==> config.mk <==
export PLATFORM = sky130hd
export DESIGN_NAME = poly_tone_synth
export DESIGN_NICKNAME = d
export VERILOG_FILES = /design/src/rtl/poly_tone_synth.sv
export SDC_FILE = /design/constraint.sdc
export NUM_CORES = 1
export LEC_CHECK = 0
export CORE_ASPECT_RATIO = 1.4
export CORE_UTILIZATION = 40
export CTS_BUF_LIST = sky130_fd_sc_hd__clkbuf_8
export DETAILED_ROUTE_END_ITERATION = 8
export PLACE_DENSITY = 0.54
export RECOVER_POWER = 100
export SLEW_MARGIN = 15
export SYNTH_ARGS = -nofsm -noshare
export SYNTH_HDL_FRONTEND = slang
export SYNTH_SLANG_ARGS = --single-unit
==> constraint.sdc <==
create_clock -name clk -period 4.35 [get_ports clk]
set_clock_uncertainty 0.15 [all_clocks]
set_input_delay 1.305 -clock clk [delete_from_list [all_inputs] [get_ports clk]]
set_output_delay 1.305 -clock clk [all_outputs]
set_load 0.005 [all_outputs]
==> src/rtl/poly_tone_synth.sv <==
// poly_tone_synth: polyphonic square-wave tone generator with a single PWM audio pin.
// Key edges are synchronised, queued per key, and serviced one per cycle onto a pool
// of tone voices. Active square outputs are summed and converted to a PWM duty.
// Optional feature macro: VOICE_STEAL_EN. When it is defined, a press with no free voice
// steals the oldest voice. When it is undefined, that press is dropped and drop_pulse fires.
`timescale 1ns/1ps
module poly_tone_synth #(
   parameter int unsigned CLK_HZ     = 100_000_000,
   parameter int unsigned NUM_KEYS   = 16,
   parameter int unsigned NUM_VOICES = 4,
   parameter int unsigned PWM_W      = 8,
   parameter int unsigned DIV_W      = 24
) (
   input  logic                  clk,
   input  logic                  reset_n,
   input  logic [NUM_KEYS-1:0]   keys,
   output logic                  audio_out,
   output logic [NUM_VOICES-1:0] voice_active,
   output logic                  drop_pulse
);

   localparam int unsigned KEY_W   = (NUM_KEYS > 1) ? $clog2(NUM_KEYS) : 1;
   localparam int unsigned ROM_N   = 1 << KEY_W;
   localparam int unsigned VOICE_W = (NUM_VOICES > 1) ? $clog2(NUM_VOICES) : 1;
   localparam int unsigned LVL_W   = $clog2(NUM_VOICES + 1);
   localparam int unsigned STEP    = ((2 ** PWM_W) - 1) / NUM_VOICES;
   localparam logic [PWM_W-1:0] PWM_MAX = '1;

   // Note frequency of the lowest octave, in centi-Hz.
   function automatic longint unsigned note_chz(input int unsigned n);
      case (n)
         0:       return 64'd26163;
         1:       return 64'd27718;
         2:       return 64'd29366;
         3:       return 64'd31113;
         4:       return 64'd32963;
         5:       return 64'd34923;
         6:       return 64'd36999;
         7:       return 64'd39200;
         8:       return 64'd41530;
         9:       return 64'd44000;
         10:      return 64'd46616;
         default: return 64'd49388;
      endcase
   endfunction

   // Half-period minus one for key k; evaluated at elaboration only.
   function automatic logic [DIV_W-1:0] hp_m1(input int unsigned k);
      longint unsigned num;
      longint unsigned den;
      num = 64'(CLK_HZ) * 64'd50;
      den = note_chz(k % 12) << (k / 12);
      return DIV_W'((num / den) - 64'd1);
   endfunction

   // Constant half-period ROM, padded to a power of two so any key index is in range.
   logic [DIV_W-1:0] hp_rom [ROM_N];
   for (genvar k = 0; k < ROM_N; k++) begin : g_rom
      if (k < NUM_KEYS) begin : g_key
         assign hp_rom[k] = hp_m1(k);
      end else begin : g_pad
         assign hp_rom[k] = '0;
      end
   end

   logic [NUM_KEYS-1:0] sync1_q, sync2_q, prev_q;
   logic [NUM_KEYS-1:0] pend_press_q, pend_press_d;
   logic [NUM_KEYS-1:0] pend_rel_q, pend_rel_d;
   logic [NUM_KEYS-1:0] rise, fall, press_clr, rel_clr;
   logic                svc_rel, svc_press;
   logic [KEY_W-1:0]    svc_key;

   logic [KEY_W-1:0]      key_q [NUM_VOICES];
   logic [KEY_W-1:0]      key_d [NUM_VOICES];
   logic [DIV_W-1:0]      cnt_q [NUM_VOICES];
   logic [DIV_W-1:0]      cnt_d [NUM_VOICES];
   logic [NUM_VOICES-1:0] sq_q, sq_d, act_q, act_d;
   logic                  drop_q, drop_d;
   logic                  rel_hit, free_hit, do_assign;
   logic [VOICE_W-1:0]    free_idx, tgt;

   logic [LVL_W-1:0] level;
   logic [PWM_W-1:0] pwm_cnt_q, pwm_cnt_d, duty_q, duty_d;
   logic             audio_q, audio_d;

   assign rise = sync2_q & ~prev_q;
   assign fall = ~sync2_q & prev_q;

   // Pick the event to service: lowest pending release, else lowest pending press.
   always_comb begin
      svc_rel   = 1'b0;
      svc_press = 1'b0;
      svc_key   = '0;
      for (int i = int'(NUM_KEYS) - 1; i >= 0; i--) begin
         if (pend_press_q[i]) begin
            svc_press = 1'b1;
            svc_key   = KEY_W'(i);
         end
      end
      if (|pend_rel_q) begin
         svc_press = 1'b0;
         svc_rel   = 1'b1;
         for (int i = int'(NUM_KEYS) - 1; i >= 0; i--) begin
            if (pend_rel_q[i]) svc_key = KEY_W'(i);
         end
      end
   end

   // Clear the serviced bit; a fresh edge in the same cycle re-sets it.
   always_comb begin
      press_clr    = '0;
      rel_clr      = '0;
      if (svc_press) press_clr = NUM_KEYS'(1) << svc_key;
      if (svc_rel)   rel_clr   = NUM_KEYS'(1) << svc_key;
      pend_press_d = (pend_press_q & ~press_clr) | rise;
      pend_rel_d   = (pend_rel_q & ~rel_clr) | fall;
   end

   // Key synchroniser, edge history and pending-event vectors.
   always_ff @(posedge clk or negedge reset_n) begin
      if (!reset_n) begin
         sync1_q      <= '0;
         sync2_q      <= '0;
         prev_q       <= '0;
         pend_press_q <= '0;
         pend_rel_q   <= '0;
      end else begin
         sync1_q      <= keys;
         sync2_q      <= sync1_q;
         prev_q       <= sync2_q;
         pend_press_q <= pend_press_d;
         pend_rel_q   <= pend_rel_d;
      end
   end

`ifdef VOICE_STEAL_EN
   localparam int unsigned AGE_W = 8;
   logic [AGE_W-1:0]   age_q [NUM_VOICES];
   logic [AGE_W-1:0]   age_d [NUM_VOICES];
   logic [AGE_W-1:0]   best_age;
   logic [VOICE_W-1:0] oldest;

   // Oldest voice: highest age, ties resolved toward the lowest index.
   always_comb begin
      oldest   = '0;
      best_age = age_q[0];
      for (int v = 1; v < int'(NUM_VOICES); v++) begin
         if (age_q[v] > best_age) begin
            best_age = age_q[v];
            oldest   = VOICE_W'(v);
         end
      end
   end

   // Every allocation ages the other active voices and zeroes the allocated one.
   always_comb begin
      age_d = age_q;
      if (do_assign) begin
         for (int v = 0; v < int'(NUM_VOICES); v++) begin
            if (VOICE_W'(v) == tgt) age_d[v] = '0;
            else if (act_q[v] && (age_q[v] != '1)) age_d[v] = age_q[v] + AGE_W'(1);
         end
      end
   end

   // Voice ages.
   always_ff @(posedge clk or negedge reset_n) begin
      if (!reset_n) begin
         for (int v = 0; v < int'(NUM_VOICES); v++) age_q[v] <= '0;
      end else begin
         age_q <= age_d;
      end
   end
`endif

   // Tone voices: half-period counters plus the one event applied this cycle.
   always_comb begin
      key_d     = key_q;
      cnt_d     = cnt_q;
      sq_d      = sq_q;
      act_d     = act_q;
      drop_d    = 1'b0;
      rel_hit   = 1'b0;
      free_hit  = 1'b0;
      free_idx  = '0;
      tgt       = '0;
      do_assign = 1'b0;
      for (int v = 0; v < int'(NUM_VOICES); v++) begin
         if (act_q[v]) begin
            if (cnt_q[v] == hp_rom[key_q[v]]) begin
               cnt_d[v] = '0;
               sq_d[v]  = ~sq_q[v];
            end else begin
               cnt_d[v] = cnt_q[v] + DIV_W'(1);
            end
         end
      end
      if (svc_rel) begin
         for (int v = 0; v < int'(NUM_VOICES); v++) begin
            if (!rel_hit && act_q[v] && (key_q[v] == svc_key)) begin
               rel_hit  = 1'b1;
               act_d[v] = 1'b0;
               cnt_d[v] = '0;
               sq_d[v]  = 1'b0;
            end
         end
      end
      for (int v = int'(NUM_VOICES) - 1; v >= 0; v--) begin
         if (!act_q[v]) begin
            free_hit = 1'b1;
            free_idx = VOICE_W'(v);
         end
      end
      if (svc_press) begin
         if (free_hit) begin
            tgt       = free_idx;
            do_assign = 1'b1;
         end else begin
`ifdef VOICE_STEAL_EN
            tgt       = oldest;
            do_assign = 1'b1;
`else
            drop_d    = 1'b1;
`endif
         end
      end
      for (int v = 0; v < int'(NUM_VOICES); v++) begin
         if (do_assign && (VOICE_W'(v) == tgt)) begin
            key_d[v] = svc_key;
            cnt_d[v] = '0;
            sq_d[v]  = 1'b1;
            act_d[v] = 1'b1;
         end
      end
   end

   // Voice state and drop pulse.
   always_ff @(posedge clk or negedge reset_n) begin
      if (!reset_n) begin
         for (int v = 0; v < int'(NUM_VOICES); v++) begin
            key_q[v] <= '0;
            cnt_q[v] <= '0;
         end
         sq_q   <= '0;
         act_q  <= '0;
         drop_q <= 1'b0;
      end else begin
         key_q  <= key_d;
         cnt_q  <= cnt_d;
         sq_q   <= sq_d;
         act_q  <= act_d;
         drop_q <= drop_d;
      end
   end

   // Mixer: number of voices currently high.
   always_comb begin
      level = '0;
      for (int v = 0; v < int'(NUM_VOICES); v++) level = level + LVL_W'(sq_q[v]);
   end

   // PWM: duty reloads on the last count of each frame.
   always_comb begin
      pwm_cnt_d = pwm_cnt_q + PWM_W'(1);
      duty_d    = duty_q;
      if (pwm_cnt_q == PWM_MAX) duty_d = PWM_W'(level * STEP);
      audio_d   = (pwm_cnt_q < duty_q);
   end

   // PWM counter, duty and output register.
   always_ff @(posedge clk or negedge reset_n) begin
      if (!reset_n) begin
         pwm_cnt_q <= '0;
         duty_q    <= '0;
         audio_q   <= 1'b0;
      end else begin
         pwm_cnt_q <= pwm_cnt_d;
         duty_q    <= duty_d;
         audio_q   <= audio_d;
      end
   end

   assign audio_out    = audio_q;
   assign voice_active = act_q;
   assign drop_pulse   = drop_q;

endmodule
# Word-level counts from Yosys, hierarchy flattened
# Memory sizes are Yosys's and may differ from the RTL's.
# Cells that the tools add are included.
[totals] ff_bits=218 romBits=1536 inputBits=18 output_inout_bits=6 elab_cells=223 n_memories=4
[op_classes] n_addsub=8 multipliers=1 n_lt_le_gt_ge=5 n_eq_ne=12 n_shift=1 muxes=124 n_bitwise=18 n_reduce_logical=28
[memory_table] name="(no name shown)" words=16 word_bits=24 rd=1 rd_clocked_by_memory_dff=0 write_ports=0 line_no="190" text="if (cnt_q[v] == hp_rom[key_q[v]]) begin"
[memory_table] name="(no name shown)" words=16 word_bits=24 rd=1 rd_clocked_by_memory_dff=0 write_ports=0 line_no="190"
[memory_table] name="(no name shown)" words=16 word_bits=24 rd=1 rd_clocked_by_memory_dff=0 write_ports=0 line_no="190"
[memory_table] name="(no name shown)" words=16 word_bits=24 rd=1 rd_clocked_by_memory_dff=0 write_ports=0 line_no="190"
[ops] operator="2-to-1 mux 24 bit" n=24
[ops] operator="2-to-1 mux 4 bit" n=35
[ops] operator="adder 24 x 1 -> 24 bit (second input constant)" n=4
[ops] operator="== test 24 bit" n=4
[ops] operator="2-to-1 mux 96 bit" n=1
[ops] operator="AND 16 bit" n=4
[ops] operator="inverter 16 bit" n=4
[ops] operator="2-to-1 mux 1 bit" n=56
[ops] operator="2-to-1 mux 16 bit" n=2
[ops] operator="OR 16 bit" n=2
[ops] operator=">= comparator 5 bit (second input constant)" n=4
[ops] operator="inverter 4 -> 5 bit" n=4
[ops] operator="== test 4 bit" n=4
[ops] operator="nonzero test 2 bit" n=8
[ops] operator="OR reduction 16 bit" n=1
[ops] operator="<< shifter 1 x 4 -> 16 bit (first input constant)" n=1
[ops] operator="2-to-1 mux 2 bit" n=6
[ops] operator="logical AND 1 bit" n=11
[ops] operator="adder 8 x 1 -> 8 bit (second input constant)" n=1
[ops] operator="== test 8 bit (second input constant)" n=1
[ops] operator="less-than comparator 8 bit" n=1
[ops] operator="multiplier 3 x 6 -> 8 bit (second input constant)" n=1
[ops] operator="AND reduction 2 bit" n=4
[ops] operator="== test 2 bit (first input constant)" n=2
[ops] operator="other kinds (7)" n=12

# Longest topological paths before layout
[depth] ltp_word=53 depth_mapped=14 ltp_nobuf=14

# Least setup slack after synthesis
# OpenSTA, ideal clock, no wires.
[synth_timing] path_type="register to register" start="register key_q[8] in the netlist's numbering" end="register cnt_q[61] in the netlist's numbering" setup_time_ps=134 t_arrival_ps=3147 t_required_ps=4066 setup_slack_ps=919 stages_incl_launch_ff=13 n_path_buf=2 synth_period_minus_slack_ps=3431 path_cell_list="dfrtp_1 > clkbuf_1 > inv_1 > ha_1 > and2_1 > or3_1 > a21o_1 > a2111oi_0 > nor4b_1 > nand3_1 > nand2_1 > clkbuf_1 > nor3_1"
[synth_lines] item="start: declaration" line_no="73" text="logic [KEY_W-1:0] key_q [NUM_VOICES];"
[synth_lines] item="start signal: assignment" line_no="248" text="key_q <= key_d;"
[synth_lines] item="end signal: assignment" line_no="249" text="cnt_q <= cnt_d;"
[synth_lines] item="end: declaration" line_no="75" text="logic [DIV_W-1:0] cnt_q [NUM_VOICES];"

==> run_results.csv <==
group,metric,value,unit
route,drt_wl_total,28800,µm
setup_path,rr_worst_depth,9,
layout,layout_commonest_cell,"dfrtp_1",
setup_path,path_cells,"or3_1 > nor4_1 > a221o_1 > clkbuf_1 > xnor2_1 > o211ai_1 > and4bb_1 > clkbuf_2 > nor3_1",
route,num_vias,9477,
setup_path,required,4640,ps
timing,worstMarginPinSlew,2420,ps
power_and_ir_drop,powerDensity,340,nW/µm²
layout,stdcell_count,1767,
route,drc,2,
layout,finalInstanceArea,13900,µm²
timing,finalHoldWorstSlack,191,ps
floorplanning,start_util,40.9,%
hold_path,hold_depth,0,
logic_synthesis,ys.flop_type,"dfrtp_1",
clocking,cts_hold_buffers,0,
floorplanning,die_h,212,µm
floorplanning,die_x,152,µm
clocking,ctsResizeCount,0,
setup_path,cp_num_buf_inv,2,
global_route,grt_max_degree,94,
placed_design,dpl_cell_area,13200,µm²
timing,fin_crit,3800,ps
setup_path,worstSetupEndpointType,"flip-flop",
timing,hold_violations,0,
layout,nNetsFinal,1417,
logic_synthesis,synth-edff-count,0,
route,drt_first_pass_iters,7,
setup_path,critPathMaxFanout,26,
placed_design,place_inst,1699,
logic_synthesis,syn_inst,1333,
layout,n_fill_cell,3048,
clocking,clock_sinks,217,
setup_path,crit_arrival,4090,ps
logic_synthesis,syn-cell-area,12600,µm²
placed_design,hpwl,20100,µm
clocking,cts_setup_buffers,0,
hold_path,min_path_type,"reg -> reg",
power_and_ir_drop,peakVddDrop,0.000253,V
outcome,status,"finished, violations left",
timing,setup_viol,0,
layout,layout_common_cells,"dfrtp_1 (217), xor2_1 (104), o21ai_0 (103)",
global_route,grt_overflow,0,
route,drt_iter0_drc,434,
timing,finalSetupTns,0,ps
logic_synthesis,synth_cell_types,73,
timing,fmax,0.263,GHz
setup_path,worstReg2RegStart,"pend_rel_q[1]",
clocking,h-tree-depth,2,
timing,slew_headroom,-61.4,%
logic_synthesis,synth_top_area_share,43.0,%
logic_synthesis,yosysSeqAreaShare,43.0,%
layout,area_delta_synth_final,9.85,%
logic_synthesis,synthTopCellsByArea,"dfrtp_1 (43%), xor2_1 (7.2%), xnor2_1 (5.1%)",
timing,rsz0062_at_grt,"no",
setup_path,start_kind,"flip-flop",
setup_path,slowest_stage,"clkbuf_1",
route,final_antenna_net_count,0,
clocking,numCtsBuffers,39,
hold_path,whs_endpoint,"sync2_q[14]",
route,wl_per_cell,16.3,µm
placed_design,gp_congestion,0.853,
power_and_ir_drop,leakagePower,5.96,nW
placed_design,io_buffers,23,
timing,slew_viol_final,92,
run,drv_cap,1,
setup_path,critical_path_class,"reg -> reg",
logic_synthesis,synth.largest_area_cell,"dfrtp_1",
floorplanning,floorplan.rows,76,
setup_path,path_delay_family,"simple AND/OR/NAND/NOR gates",
global_route,grtUsageTotal,18.4,%
setup_path,worstReg2RegEnd,"cnt_q[13]",
hold_path,hp-start,"sync1_q[14]",
global_route,antenna_found_initial,0,
route,vias_per_cell,5.36,
logic_synthesis,syn_area_per_cell,9.48,µm²
global_route,grt_pass1_wl,48500,µm
logic_synthesis,yosys_warnings,0,
timing,post-route-period-util,87.3,%
outcome,violations,"design-rule violations, max-capacitance violations, max-slew violations",
logic_synthesis,synth_seq_cells,217,
clocking,cts-root-buf,"clkbuf_8",
clocking,clockBufferDepth,3,
floorplanning,ioPinCount,24,
clocking,clkLatencyLatePin,570,ps
setup_path,rrSetupSlack,550,ps
logic_synthesis,synth_nets,1400,
setup_path,cpPeakStageDelay,550,ps
floorplanning,dieArea,32300,µm²
clocking,clk_pin_slew,60,ps
logic_synthesis,synthArstFlopShare,100,%
clocking,cts_tree,"done",
global_route,grt_pass1_vias,9519,
layout,diodes,0,
layout,final_layout_size_suffix_gt1_share,7.55,%
floorplanning,fp.coreArea,30900,µm²
## how the worst max path moves through the flow
stage             startpoint        end  slack (ps)  cells after the start
2_1_floorplan       key_q[8]  cnt_q[61]         920                     12
3_3_place_gp        key_q[9]  cnt_q[52]         830                     11
3_5_place_dp        key_q[9]  cnt_q[51]         720                     11
4_1_cts             key_q[9]  cnt_q[63]         700                     11
5_1_grt             key_q[9]  cnt_q[71]         260                     11
6_report       pend_rel_q[1]  cnt_q[13]         550                      9
## routing by layer
layer	vias up	wire, µm	GRT usage, %
li1	4697	-	-
met1	4585	12300	22.0
met2	140	14600	33.1
met3	55	949	3.32
met4	0	864	6.93
met5	-	0	0
## cell type report
cell class                      count  area [µm²]  share of cell area, %
Clock buffer                       51         702                   5.05
Tap cell                          390         488                   3.51
Sequential cell                   217        5430                   39.1
Inverter                           72         270                   1.95
Timing Repair Buffer               44         380                   2.74
Multi-Input combinational cell    976        6500                   46.8
Clock inverter                     17         111                  0.802
## synth_stat cells, drive strengths merged (39+ instances only)
master and count:
inv 71, o21ai 105, xor2 104, nand4 41, nand2 94, nand3 51
xnor2 74, nor2 81, ha 45, dfrtp 217, clkbuf 39, nor3 90
## state kept, by name, indices dropped and copies added, names as in the netlist
signal        cells
sq_q              4
duty_q            7
sync2_q          16
key_q            16
pend_press_q     16
voice_active      4
pwm_cnt_q         8
prev_q           16
cnt_q            96
pend_rel_q       16
audio_out         1
drop_pulse        1
sync1_q          16
## power breakdown
part	leakage, nW	internal, mW	total (mW)	switching [mW]
sequential	2.74	2.09	2.21	0.112
combinational	2.76	0.205	0.528	0.323
clock	0.451	1.11	1.99	0.875
## stage by stage
step	setup WS [ps]	power, mW	util [%]
global route	259	4.97	44.9
global placement	831	2.78	42.7
CTS	695	4.83	45.4
floorplan	919	2.56	-
finish	552	4.72	44.9
detailed placement	718	2.79	42.7
## cell families (layout without fill, tap and decap cells)
kind of cell    after synthesis  in the layout  share of synthesized area, %
fa+ha+maj                    49             49                          5.09
compound gates              234            234                          11.3
flops                       217            217                          43.0
mux                          28             28                          2.80
xor+xnor                    178            178                          12.3
buf+inv                     140            184                          4.80
simple gates                487            487                          20.7
Note: power is estimated with default switching activity, not from simulation.
==> RTL change 1, RTL diff (config.mk and constraints unchanged) <==
Change the parameter `NUM_VOICES` from 4 to 2.
--- a/src/rtl/poly_tone_synth.sv
+++ b/src/rtl/poly_tone_synth.sv
@@ -7,7 +7,7 @@
 module poly_tone_synth #(
    parameter int unsigned CLK_HZ     = 100_000_000,
    parameter int unsigned NUM_KEYS   = 16,
-   parameter int unsigned NUM_VOICES = 4,
+   parameter int unsigned NUM_VOICES = 2,
    parameter int unsigned PWM_W      = 8,
    parameter int unsigned DIV_W      = 24
 ) (
Ports: changed (resized voice_active); port bits go from 24 to 22. The function was not compared with the original's and may differ.
==> RTL change 1 against the unedited design <==
- the flow finishes with violations (max-capacitance violations, max-slew violations)
- final cell count fell by 38%
- design area fell by 37%
- combinational power fell by 19%
- setup slack got worse by 140 ps
- total power fell by 34%
- synthesized area fell by 36%
- sequential cell count fell by 64
- wire length fell by 35%
==> RTL change 1: results (changes against the unedited design) <==
[setup_path]
cp_max_fo=19  ; -27%
rr_startpoint=pend_press_q[13]
arrival_ps=4140  ; +50 ps

[yosys]
synth_xor_area_share_pct=9.885  ; -2.4 points
synth_common_cells=dfrtp_1 (153), o21ai_0 (83), nor2_1 (74)
synthTopCellsByArea=dfrtp_1 (48%), o21ai_0 (5.2%), xnor2_1 (5.0%)
synth_compound_area_share_pct=13.20  ; +1.9 points
synth-main-ff-cell=dfrtp_1
synth_fa_ha_area_share_pct=3.730  ; -1.4 points
synth_cell_types=66  ; -9.6%
synth_mux_area_share_pct=3.155  ; +0.35 points
syn_nets=866  ; -38%
ys_seq_area_share_pct=47.56  ; +4.6 points

[clock_network]
post_cts_buffers=0  ; unchanged
htree_levels=4  ; +2
cts_root_buf=clkbuf_8
clockBufferDepth=2  ; -1
clk_pin_slew_ps=100  ; +40 ps
insertion_delay_ps=450  ; -120 ps
cts_buffers=17  ; -56%

[detailed_routing]
drt_iter0_markers=343  ; -21%
wl_um=18570  ; -35%
drt-pass1-iter-count=4  ; -3
num_vias=5952  ; -37%

[run]
cap_violations=1  ; unchanged

[global_routing]
grt_pass1_wl_um=31490  ; -35%
antenna_found_initial=0  ; unchanged
track_usage_pct=19.60  ; +1.2 points
grt_max_degree=95  ; +1.1%
grt_pass1_vias=6131  ; -36%

[power_and_ir_drop]
leakage_uw=0.003716  ; -38%
ir_worst_vdd_mv=0.2068  ; -18%

[final_layout]
largest_reg_flops=48  ; -50%
fin_nets=876  ; -38%
drive_above_1_share_pct=8.501  ; +0.95 points
top_register=cnt_q
fill_cells=1881  ; -38%
diodes=0  ; unchanged

[place]
hpwlAfterDp_um=13140  ; -35%
portBuffers=21  ; -8.7%
globalplace.congestion=0.8874  ; +4.1%
place_ws_ps=417.3  ; -300.6 ps

[run_status]
outcome=finished with violations
failed_checks=max-capacitance violations, max-slew violations

[worst_hold_path]
hp-class=reg -> reg
min_from=sync1_q[11]

[sta]
drv_slew=95  ; +3.3%
tightest_slew_ps=2405  ; -15.89 ps

RTL change 1: cell types whose count changed after synthesis, sizes merged, moves of 18 or more:
| cell | change |
|---|---|
| nor3 | -80 |
| xnor2 | -27 |
| nand2 | -43 |
| nor4 | -18 |
| nand4 | -25 |
| xor2 | -61 |
| o21ai | -21 |
| dfrtp | -64 |
| ha | -21 |
RTL change 1: cell type report:
class | count | area, µm² | area share, %
sequential | 153 | 3830 | 43.46
inverter | 54 | 202.7 | 2.300
clock buffer | 18 | 247.7 | 2.811
tap | 252 | 315.3 | 3.578
multi-input combinational | 582 | 3824 | 43.38
clock inverter | 14 | 158.9 | 1.803
timing repair buffer | 26 | 235.2 | 2.669
RTL change 1: cells by family (layout without fill, tap and decap cells):
kind of cell / Yosys count / count (layout)
buf+inv: 89 / 112
mux: 21 / 21
simple gates: 280 / 280
compound gates: 167 / 167
flops: 153 / 153
xor+xnor: 90 / 90
fa+ha+maj: 24 / 24
RTL change 1: final timing paths:
path	to	cells after the start	slack, ps
setup / recovery	cnt_q[13]	8	420
hold / removal	sync2_q[11]	0	200
setup reg to reg	cnt_q[13]	8	420
hold reg to reg	sync2_q[11]	0	200
max in group asynchronous	pend_rel_q[4]	2	690
min in group asynchronous	cnt_q[36]	1	1370
RTL change 1: critical path, cell delays in order (launching register included):
cell and delay, ps:
dfrtp_1 410, o311ai_0 580, a31oi_1 280, or4_1 570, o2111ai_1 410, o311ai_4 170, o21ai_2 900, buf_4 300
nor2_1 60
RTL change 1: report_power, final:
| group | total [µW] | leakage [µW] | internal [µW] | switching, µW |
|---|---|---|---|---|
| registers | 1620 | 0.00185 | 1490 | 123 |
| clock network | 1090 | 0.000204 | 493 | 600 |
| logic | 427 | 0.00167 | 160 | 267 |
| total | 3140 | 0.00372 | 2150 | 989 |
RTL change 1: stage by stage:
stage / total power [µW] / std cells / instance area (µm²)
after floorplan: 1893 / 824 / 8050
after global placement: 2069 / 1067 / 8466
after detailed placement: 2082 / 1067 / 8466
after CTS: 3201 / 1099 / 8872
after global routing: 3309 / 1099 / 8813
final: 3137 / 1099 / 8813
RTL change 1: metal layers:
layer	part of all wire (%)	vias up	track usage (%)
met3	2.5	45	3.452
li1	-	2856	-
met4	3.5	0	9.608
met2	52	118	33.26
met5	0	-	0
met1	42	2933	23.73
==> RTL change 2, RTL diff (same flow settings) <==
Without the edit above. Remove the register `drop_q`: a continuous assignment takes its place, so the output `drop_pulse` follows one clock earlier.
--- a/src/rtl/poly_tone_synth.sv
+++ b/src/rtl/poly_tone_synth.sv
@@ -243,15 +243,15 @@
          end
          sq_q   <= '0;
          act_q  <= '0;
-         drop_q <= 1'b0;
       end else begin
          key_q  <= key_d;
          cnt_q  <= cnt_d;
          sq_q   <= sq_d;
          act_q  <= act_d;
-         drop_q <= drop_d;
-      end
-   end
+      end
+   end
+
+   assign drop_q = drop_d;
 
    // Mixer: number of voices currently high.
    always_comb begin
Behaviour: same outputs for any inputs over 4 cycles, from zero or initial values and one cycle with reset_n low; that may be too few to reach the edited logic, so the function may still have changed.
==> RTL change 2 against the unedited design <==
- the run still ends with design-rule violations, max-capacitance violations, max-slew violations left
- register-to-register slack better by 90 ps
- clock power down 6%
- setup slack got worse by 430 ps
- synthesized area decreased by 0.20%
- hold slack improved by 1.8 ps
- wire length increased by 0.32%
- global-route usage increased by 0.46 points
- total power shrank 2.7%
- sequential cell count is 1 lower
- design area is 0.60% higher
==> RTL change 2: results (changes against the unedited design) <==
[clock_network]
cts_buffers=38  ; -2.6%
clk_pin_slew_ps=60  ; about the same
clockBufferDepth=3  ; unchanged
htree_levels=2  ; unchanged

[sta]
drv_slew=91  ; -1.1%
slew_headroom_pct=-55.64  ; +5.7 points

[detailed_routing]
num_vias=9485  ; +0.084%
drc=4  ; +2
drt_iter0_markers=523  ; +21%
avgViaCountPerCell=5.359  ; about the same
wl_per_cell_um=16.30  ; +0.15%

[global_routing]
track_usage_pct=18.90  ; +0.46 points
grt_pass1_wl_um=49510  ; +2.1%
grt_pass1_vias=9778  ; +2.7%
grt_max_degree=91  ; -3.2%

[setup_path]
cp_max_fo=5  ; -81%
cpPeakStageDelay_ps=560
cpMaxStageDelayCell=clkdlybuf4s50_1
arrival_ps=2770  ; -1320 ps

[run_status]
outcome=finished with violations
failed_checks=design-rule violations, max-capacitance violations, max-slew violations

[yosys]
synth_common_cells=dfrtp_1 (216), xor2_1 (104), o21ai_0 (101)
ys_seq_area_share_pct=42.84  ; -0.11 points
syn_avg_cell_area_um2=9.471  ; -0.12%
synthTopCellsByArea=dfrtp_1 (43%), xor2_1 (7.2%), xnor2_1 (5.1%)
yosys_warnings=0  ; unchanged

[final_layout]
largest_reg_flops=96  ; unchanged
fill_cells=3012  ; -1.2%
drive_above_1_share_pct=9.348  ; +1.8 points
fin_nets=1421  ; +0.28%
top_register=cnt_q

[run]
cap_violations=1  ; unchanged

[place]
placed_cells=1704  ; +0.29%
portBuffers=23  ; unchanged
hpwlAfterDp_um=20130  ; +0.26%
post_dp_cell_area_mm2=0.01322  ; about the same
place_ws_ps=435.5  ; -282.4 ps
globalplace.congestion=0.8636  ; +1.3%

[power_and_ir_drop]
ir_worst_vdd_mv=0.1927  ; -24%
leakage_uw=0.006057  ; +1.7%

==> RTL change 2: stage by stage <==
stage	util [%]	hold slack [ps]
after floorplan	-	181.2
after global routing	45.20	202.1
after detailed placement	42.77	184.7
final	45.20	192.8
after global placement	42.77	182.1
after CTS	45.26	193.7
==> RTL change 2: timing repair <==
item	in CTS	in global routing
resized for setup	2	3
pin swaps	0	1
buffers inserted	0	0
setup endpoints to repair	1	1
endpoints found under the hold margin	0	0
==> RTL change 2: logic make-up (layout without fill, tap and decap cells) <==
| kind of cell | after synthesis | in the layout | share of synthesized area, % |
|---|---|---|---|
| DFF | 216 | 216 | 42.84 |
| and+or+nand+nor | 487 | 487 | 20.73 |
| adders and majority gates | 49 | 49 | 5.098 |
| buffers and inverters | 140 | 188 | 4.810 |
| muxes | 28 | 28 | 2.807 |
| xor gates and xnor gates | 178 | 178 | 12.36 |
| AOI/OAI and AO/OA | 234 | 234 | 11.36 |
==> RTL change 2: worst paths after layout <==
kind | from | endpoint | slack (ps) | cells after the start
min in group asynchronous | reset_n | pwm_cnt_q[3] | 1310 | 1
max in group asynchronous | reset_n | cnt_q[38] | 730 | 2
worst max register to register | key_q[8] | cnt_q[68] | 640 | 11
worst min-delay path | sync1_q[6] | sync2_q[6] | 190 | 0
worst min register to register | sync1_q[6] | sync2_q[6] | 190 | 0
worst max-delay path | pend_rel_q[8] | drop_pulse | 120 | 7
==> RTL change 2: layout make-up <==
cell class	instances	share of cell area [%]
Clock buffer	49	4.828
Clock inverter	17	0.5822
Inverter	72	1.935
Multi-Input combinational cell	976	47.51
Sequential cell	216	38.69
Tap cell	390	3.493
Timing Repair Buffer	50	2.965
==> RTL change 2: where the power goes <==
group          total (µW)  internal (µW)  leakage, µW  switching, µW
sequential           2190           2090      0.00273            104
combinational         538            209      0.00289            330
clock                1870           1010     0.000437            854
total                4600           3310      0.00606           1290
==> RTL change 2: worst max-delay path, delay by kind of cell (launching register included) <==
family / cells / cell delay, ps
buffers and inverters: 1 / 560
flip-flops: 1 / 420
AND/OR/NAND/NOR: 6 / 1240
==> RTL change 2: layer usage <==
metal	up-vias	share of wire, %	track usage [%]
met5	-	0	0
met4	0	3.6	8.867
met3	73	2.9	2.854
met2	149	51	33.99
met1	4571	43	22.19
li1	4692	-	-
